`src/rtl/pipelined_adder.sv`:
```
// pipelined_adder: valid/ready add/subtract unit split into STAGES carry-ripple chunks with registered carries.
module pipelined_adder #(
  parameter int WIDTH  = 32,
  parameter int STAGES = 4
) (
  input  logic             clk,
  input  logic             rst,
  input  logic             in_valid,
  output logic             in_ready,
  input  logic             sub,
  input  logic             cin,
  input  logic [WIDTH-1:0] a,
  input  logic [WIDTH-1:0] b,
  output logic             out_valid,
  input  logic             out_ready,
  output logic [WIDTH-1:0] sum,
  output logic             cout,
  output logic             overflow,
  output logic             zero
);
  localparam int CHUNK = WIDTH / STAGES;

  if (WIDTH < 2 || STAGES < 1 || WIDTH % STAGES != 0) begin : g_bad_params
    $error("pipelined_adder: WIDTH must be >= 2 and a multiple of STAGES");
  end

  logic             w_adv;
  logic [STAGES:0]  r_v;
  logic [STAGES:0]  r_c;
  logic [WIDTH-1:0] r_a [STAGES];
  logic [WIDTH-1:0] r_b [STAGES];
  logic [WIDTH-1:0] r_s [STAGES+1];
  logic [CHUNK:0]   w_add [STAGES];
  logic [WIDTH-1:0] w_s [STAGES];
  logic             w_ovf;
  logic             w_zero;
  logic             r_ovf;
  logic             r_zero;

  assign w_adv    = !out_valid || out_ready;
  assign in_ready = w_adv;

  // Index 0 is the operand register; entry k+1 holds the sum with chunks 0..k completed.
  always_comb begin
    for (int k = 0; k < STAGES; k++) begin
      w_add[k] = {1'b0, r_a[k][k*CHUNK +: CHUNK]} + {1'b0, r_b[k][k*CHUNK +: CHUNK]} + {{CHUNK{1'b0}}, r_c[k]};
      w_s[k] = r_s[k];
      w_s[k][k*CHUNK +: CHUNK] = w_add[k][CHUNK-1:0];
    end
  end

  assign w_ovf  = r_v[STAGES-1] && (r_a[STAGES-1][WIDTH-1] == r_b[STAGES-1][WIDTH-1])
                  && (w_s[STAGES-1][WIDTH-1] != r_a[STAGES-1][WIDTH-1]);
  assign w_zero = r_v[STAGES-1] && (w_s[STAGES-1] == '0);

  // Bubbles carry all-zero data so idle outputs stay at their reset values.
  always_ff @(posedge clk) begin
    if (rst) begin
      r_v    <= '0;
      r_c    <= '0;
      r_ovf  <= 1'b0;
      r_zero <= 1'b0;
      for (int k = 0; k < STAGES; k++) begin
        r_a[k] <= '0;
        r_b[k] <= '0;
      end
      for (int k = 0; k <= STAGES; k++) r_s[k] <= '0;
    end else if (w_adv) begin
      r_v[0] <= in_valid;
      r_a[0] <= in_valid ? a : '0;
      r_b[0] <= in_valid ? (sub ? ~b : b) : '0;
      r_c[0] <= in_valid && (sub || cin);
      r_s[0] <= '0;
      for (int k = 0; k < STAGES; k++) begin
        r_v[k+1] <= r_v[k];
        r_c[k+1] <= w_add[k][CHUNK];
        r_s[k+1] <= w_s[k];
      end
      for (int k = 0; k < STAGES - 1; k++) begin
        r_a[k+1] <= r_a[k];
        r_b[k+1] <= r_b[k];
      end
      r_ovf  <= w_ovf;
      r_zero <= w_zero;
    end
  end

  assign out_valid = r_v[STAGES];
  assign sum       = r_s[STAGES];
  assign cout      = r_c[STAGES];
  assign overflow  = r_ovf;
  assign zero      = r_zero;
endmodule

```
`config.mk`:
```
export PLATFORM = sky130hd
export DESIGN_NAME = pipelined_adder
export DESIGN_NICKNAME = d
export VERILOG_FILES = /design/src/rtl/pipelined_adder.sv
export SDC_FILE = /design/constraint.sdc
export NUM_CORES = 1
export LEC_CHECK = 0
export ABC_AREA = 1
export BUFFER_PORTS_ARGS = -buffer_cell sky130_fd_sc_hd__clkbuf_2
export CAP_MARGIN = 15
export CORE_ASPECT_RATIO = 1.5
export CORE_MARGIN = 5
export CORE_UTILIZATION = 50
export DETAILED_ROUTE_END_ITERATION = 7
export PLACE_DENSITY = 0.67
export SLEW_MARGIN = 20
export SYNTH_ARGS = -nofsm -noshare
export SYNTH_HDL_FRONTEND = slang
export SYNTH_SLANG_ARGS = --single-unit
```
`constraint.sdc`:
```
create_clock -name clk -period 3.95 [get_ports clk]
set_input_delay 0 -clock clk [delete_from_list [all_inputs] [get_ports clk]]
set_output_delay 0 -clock clk [all_outputs]
set_load 0.005 [all_outputs]
```
==> metrics <==
largest net degree at the start of global routing 152; H-tree levels 1; ANT nets after route 0; r2r worst-path depth 6; Final GP Congestion 0.8058; clock sinks 252; Worst Tran Pin Value ~1 ns; Non-Filler Instances ~1,500; Post-Syn Area roughly 11,000 um2; Worst VDD drop between 0.0003 and 0.0004 V; critical path arrival 2.40 ns; DRT iter0 DRCs approximately 260; vias in the first global route approximately 6,500; Worst-Skew Late Latency roughly 0.5 ns; setup TNS 0 ns; Storage cell area ~7400 um2; syn nets 1,175; Slew headroom between 30% and 40%; Syn. warnings 0; largest family of logic cells by synthesized area simple AND/OR/NAND/NOR gates; hold worst-path end r_v[0]; post-synthesis compound-gate area fraction under 10%; post-layout total power approximately 5.4 mW; hold crit path type primary input to register; clock buffer count from CTS 23; flop2flop setup slack approximately 1.7 ns; R2R Path End r_b[0][9]; num rows 67; mean area per synthesized cell approximately 11 um2; final setup fails 0; # Max-Cap Violations 0; area of the multi-input gates ~2700 um2; DRT Wirelength about 17,000 um; critical path endpoint category register; register area share after synthesis approximately 65%; global route total overflow 0; Mapped Cells between 1,000 and 1,500; IO buf count 106; drt first pass iters 4; first-pass GRT wire length slightly below 30,000 um; proportion of synthesized area in mux cells 0%; CTS tree yes; Core Region around 22,000 um2; CTS max path bufs 3; pwr dens approximately 400 nW/um2; DR vias around 6,700; Layout area overhead 16.54%; final hold vios 0; DPL Wire Length between 10,000 and 15,000 um; initial antenna violation count 0; Initial Utilization 50.90%; largest cells by area after synthesis edfxtp_1 (63%), nor2_1 (8.1%), inv_1 (7.9%); Reg clk slew, reported paths 0.06 ns; RSZ-0062 raised after global routing false; Final Core Density ~59%; Max Slew Vio Count 0; Hold WS ~0.015 ns; Avg WL per Cell approximately 11 um; Setup CP Type register to register; placed instance count roughly 1,400; share of layout cells above drive strength 1 between 10% and 20%; Total GRT Usage around 13%; outcome complete, no violations; vias per cell around 4.4; top-area cell type share of the netlist area a little over three fifths; Post-Synth Simple-Gate Area a little over an eighth; Filler Cells Inserted 1,875; Antenna Cells 0; clock skew about 0.0075 ns; # IOs ~110; worst endpoint required time around 4.1 ns; Lkg Pwr between 5 and 6 nW; Post-Synth XOR/XNOR Area 2.527%; maximum clock frequency ~0.44 GHz; synthesized-area fraction occupied by adder cells about 4.5%; Hold Path Depth 3; number of nets in the layout about 1,300; hold path start in_valid; Root Buffer clkbuf_16; #FFs+latches synth 252; die width about 130 um; FF-to-FF Start r_v[4]; Synth area leader edfxtp_1; DR DRC count 0; synth unique cells 27; type of origin of the critical path register; Tmin final around 2.3 ns; CP max FO 151; Final Cycle Share 56.97%; Die ar. 26,060 um2; die span in y between 150 and 200 um
[cells in the final DEF (no fill, tap or decap), types with 2 or more instances in the layout]
| cell type | Yosys | layout |
|---|---|---|
| clkinv_1 | 0 | 7 |
| a21oi_1 | 29 | 29 |
| o21ai_0 | 25 | 25 |
| nor2_1 | 248 | 248 |
| dfxtp_1 | 12 | 12 |
| dlygate4sd3_1 | 0 | 68 |
| ha_1 | 28 | 28 |
| fa_1 | 8 | 8 |
| clkinv_2 | 0 | 7 |
| clkbuf_1 | 2 | 2 |
| inv_1 | 242 | 242 |
| clkbuf_2 | 1 | 106 |
| o22ai_1 | 4 | 4 |
| or2_2 | 3 | 3 |
| nand4_1 | 17 | 17 |
| clkbuf_16 | 0 | 23 |
| a31oi_1 | 3 | 3 |
| buf_4 | 42 | 7 |
| o21bai_1 | 3 | 3 |
| edfxtp_1 | 240 | 240 |
| nor2_2 | 2 | 2 |
| nand2_1 | 77 | 76 |
| nand3_1 | 27 | 27 |
| xnor2_1 | 32 | 32 |
[cells by family (layout without fill, tap and decap cells)]
group / Yosys count / count (layout)
buffers and inverters: 306 / 466
AO/OA/AOI/OAI: 67 / 67
XOR/XNOR: 33 / 33
adder cells (fa/ha/maj): 36 / 36
flip-flops: 252 / 252
AND/OR/NAND/NOR: 375 / 375
[report_power, final]
part           switching, mW  total, mW  internal [mW]
Clock                  0.895       2.02           1.13
Sequential            0.0290       3.04           3.01
Combinational          0.183      0.342          0.159
[metal layers]
metal  global-route usage, %  share of wire, %  vias up
li1                        -                 -     3623
met1                   16.57                43     2906
met2                   23.57                49      134
met3                   2.549               5.1       32
met4                   4.766               2.7        0
met5                       0                 0        -
[area by class of cell]
type,instances,area share [%]
Tap cell,276,2.591
Timing Repair Buffer,181,9.482
Multi-Input combinational cell,511,19.98
Sequential cell,252,55.88
Inverter,244,6.947
Clock inverter,16,0.7510
Clock buffer,25,4.375
[per-stage QoR]
step / setup WS [ns] / area (um2)
global route: 1.465 / 13330
detailed placement: 1.675 / 11960
finish: 1.700 / 13330
global placement: 1.723 / 11960
CTS: 1.667 / 13330
floorplan: 0.2768 / 11440
[worst max-delay path: stages (launching register included)]
cell	delay [ns]
dfxtp_1	0.31
inv_1	0.06
nor2_2	0.05
inv_1	0.12
nor2_2	0.11
inv_8	0.67
buf_4	0.52
[sequential cells by signal, indices dropped and copies added, names as in the netlist]
| name | cells |
|---|---|
| zero | 1 |
| r_v | 5 |
| r_c | 5 |
| r_a | 80 |
| r_b | 80 |
| r_s | 80 |
| overflow | 1 |
[timing repair]
action,4_1_cts,5_1_grt
endpoints found under the hold margin,72,0
buffers inserted,0,0
hold buffers,68,0
resized for setup,0,0
[synth_stat cells]
| cell type | count |
|---|---|
| dfxtp_1 | 12 |
| a21oi_1 | 29 |
| o21ai_1 | 1 |
| nor2_4 | 1 |
| inv_2 | 2 |
| inv_1 | 242 |
| o21bai_1 | 3 |
| nand2_1 | 77 |
| clkbuf_1 | 2 |
| clkbuf_2 | 1 |
| ha_1 | 28 |
| nor2_2 | 2 |
| or2_2 | 3 |
| buf_2 | 17 |
| nand4_1 | 17 |
| o21a_1 | 1 |
| xnor2_1 | 32 |
| a31oi_1 | 3 |
| nor2_1 | 248 |
| o21ai_0 | 25 |
| edfxtp_1 | 240 |
| xor2_1 | 1 |
| fa_1 | 8 |
| buf_4 | 42 |
| o211ai_1 | 1 |
| o22ai_1 | 4 |
| nand3_1 | 27 |
[how the worst max path moves through the flow]
stage | slack [ns] | startpoint | cells past startpoint | endpoint
3_3_place_gp | 1.72 | r_v[4] | 6 | r_b[0][8]
3_5_place_dp | 1.67 | r_v[4] | 6 | r_b[0][9]
2_1_floorplan | 0.28 | r_v[4] | 5 | r_a[0][0]
5_1_grt | 1.47 | r_v[4] | 6 | r_a[0][7]
4_1_cts | 1.67 | r_v[4] | 6 | r_b[0][11]
6_report | 1.70 | r_v[4] | 6 | r_b[0][9]
Power figures use the tool's default switching activity.
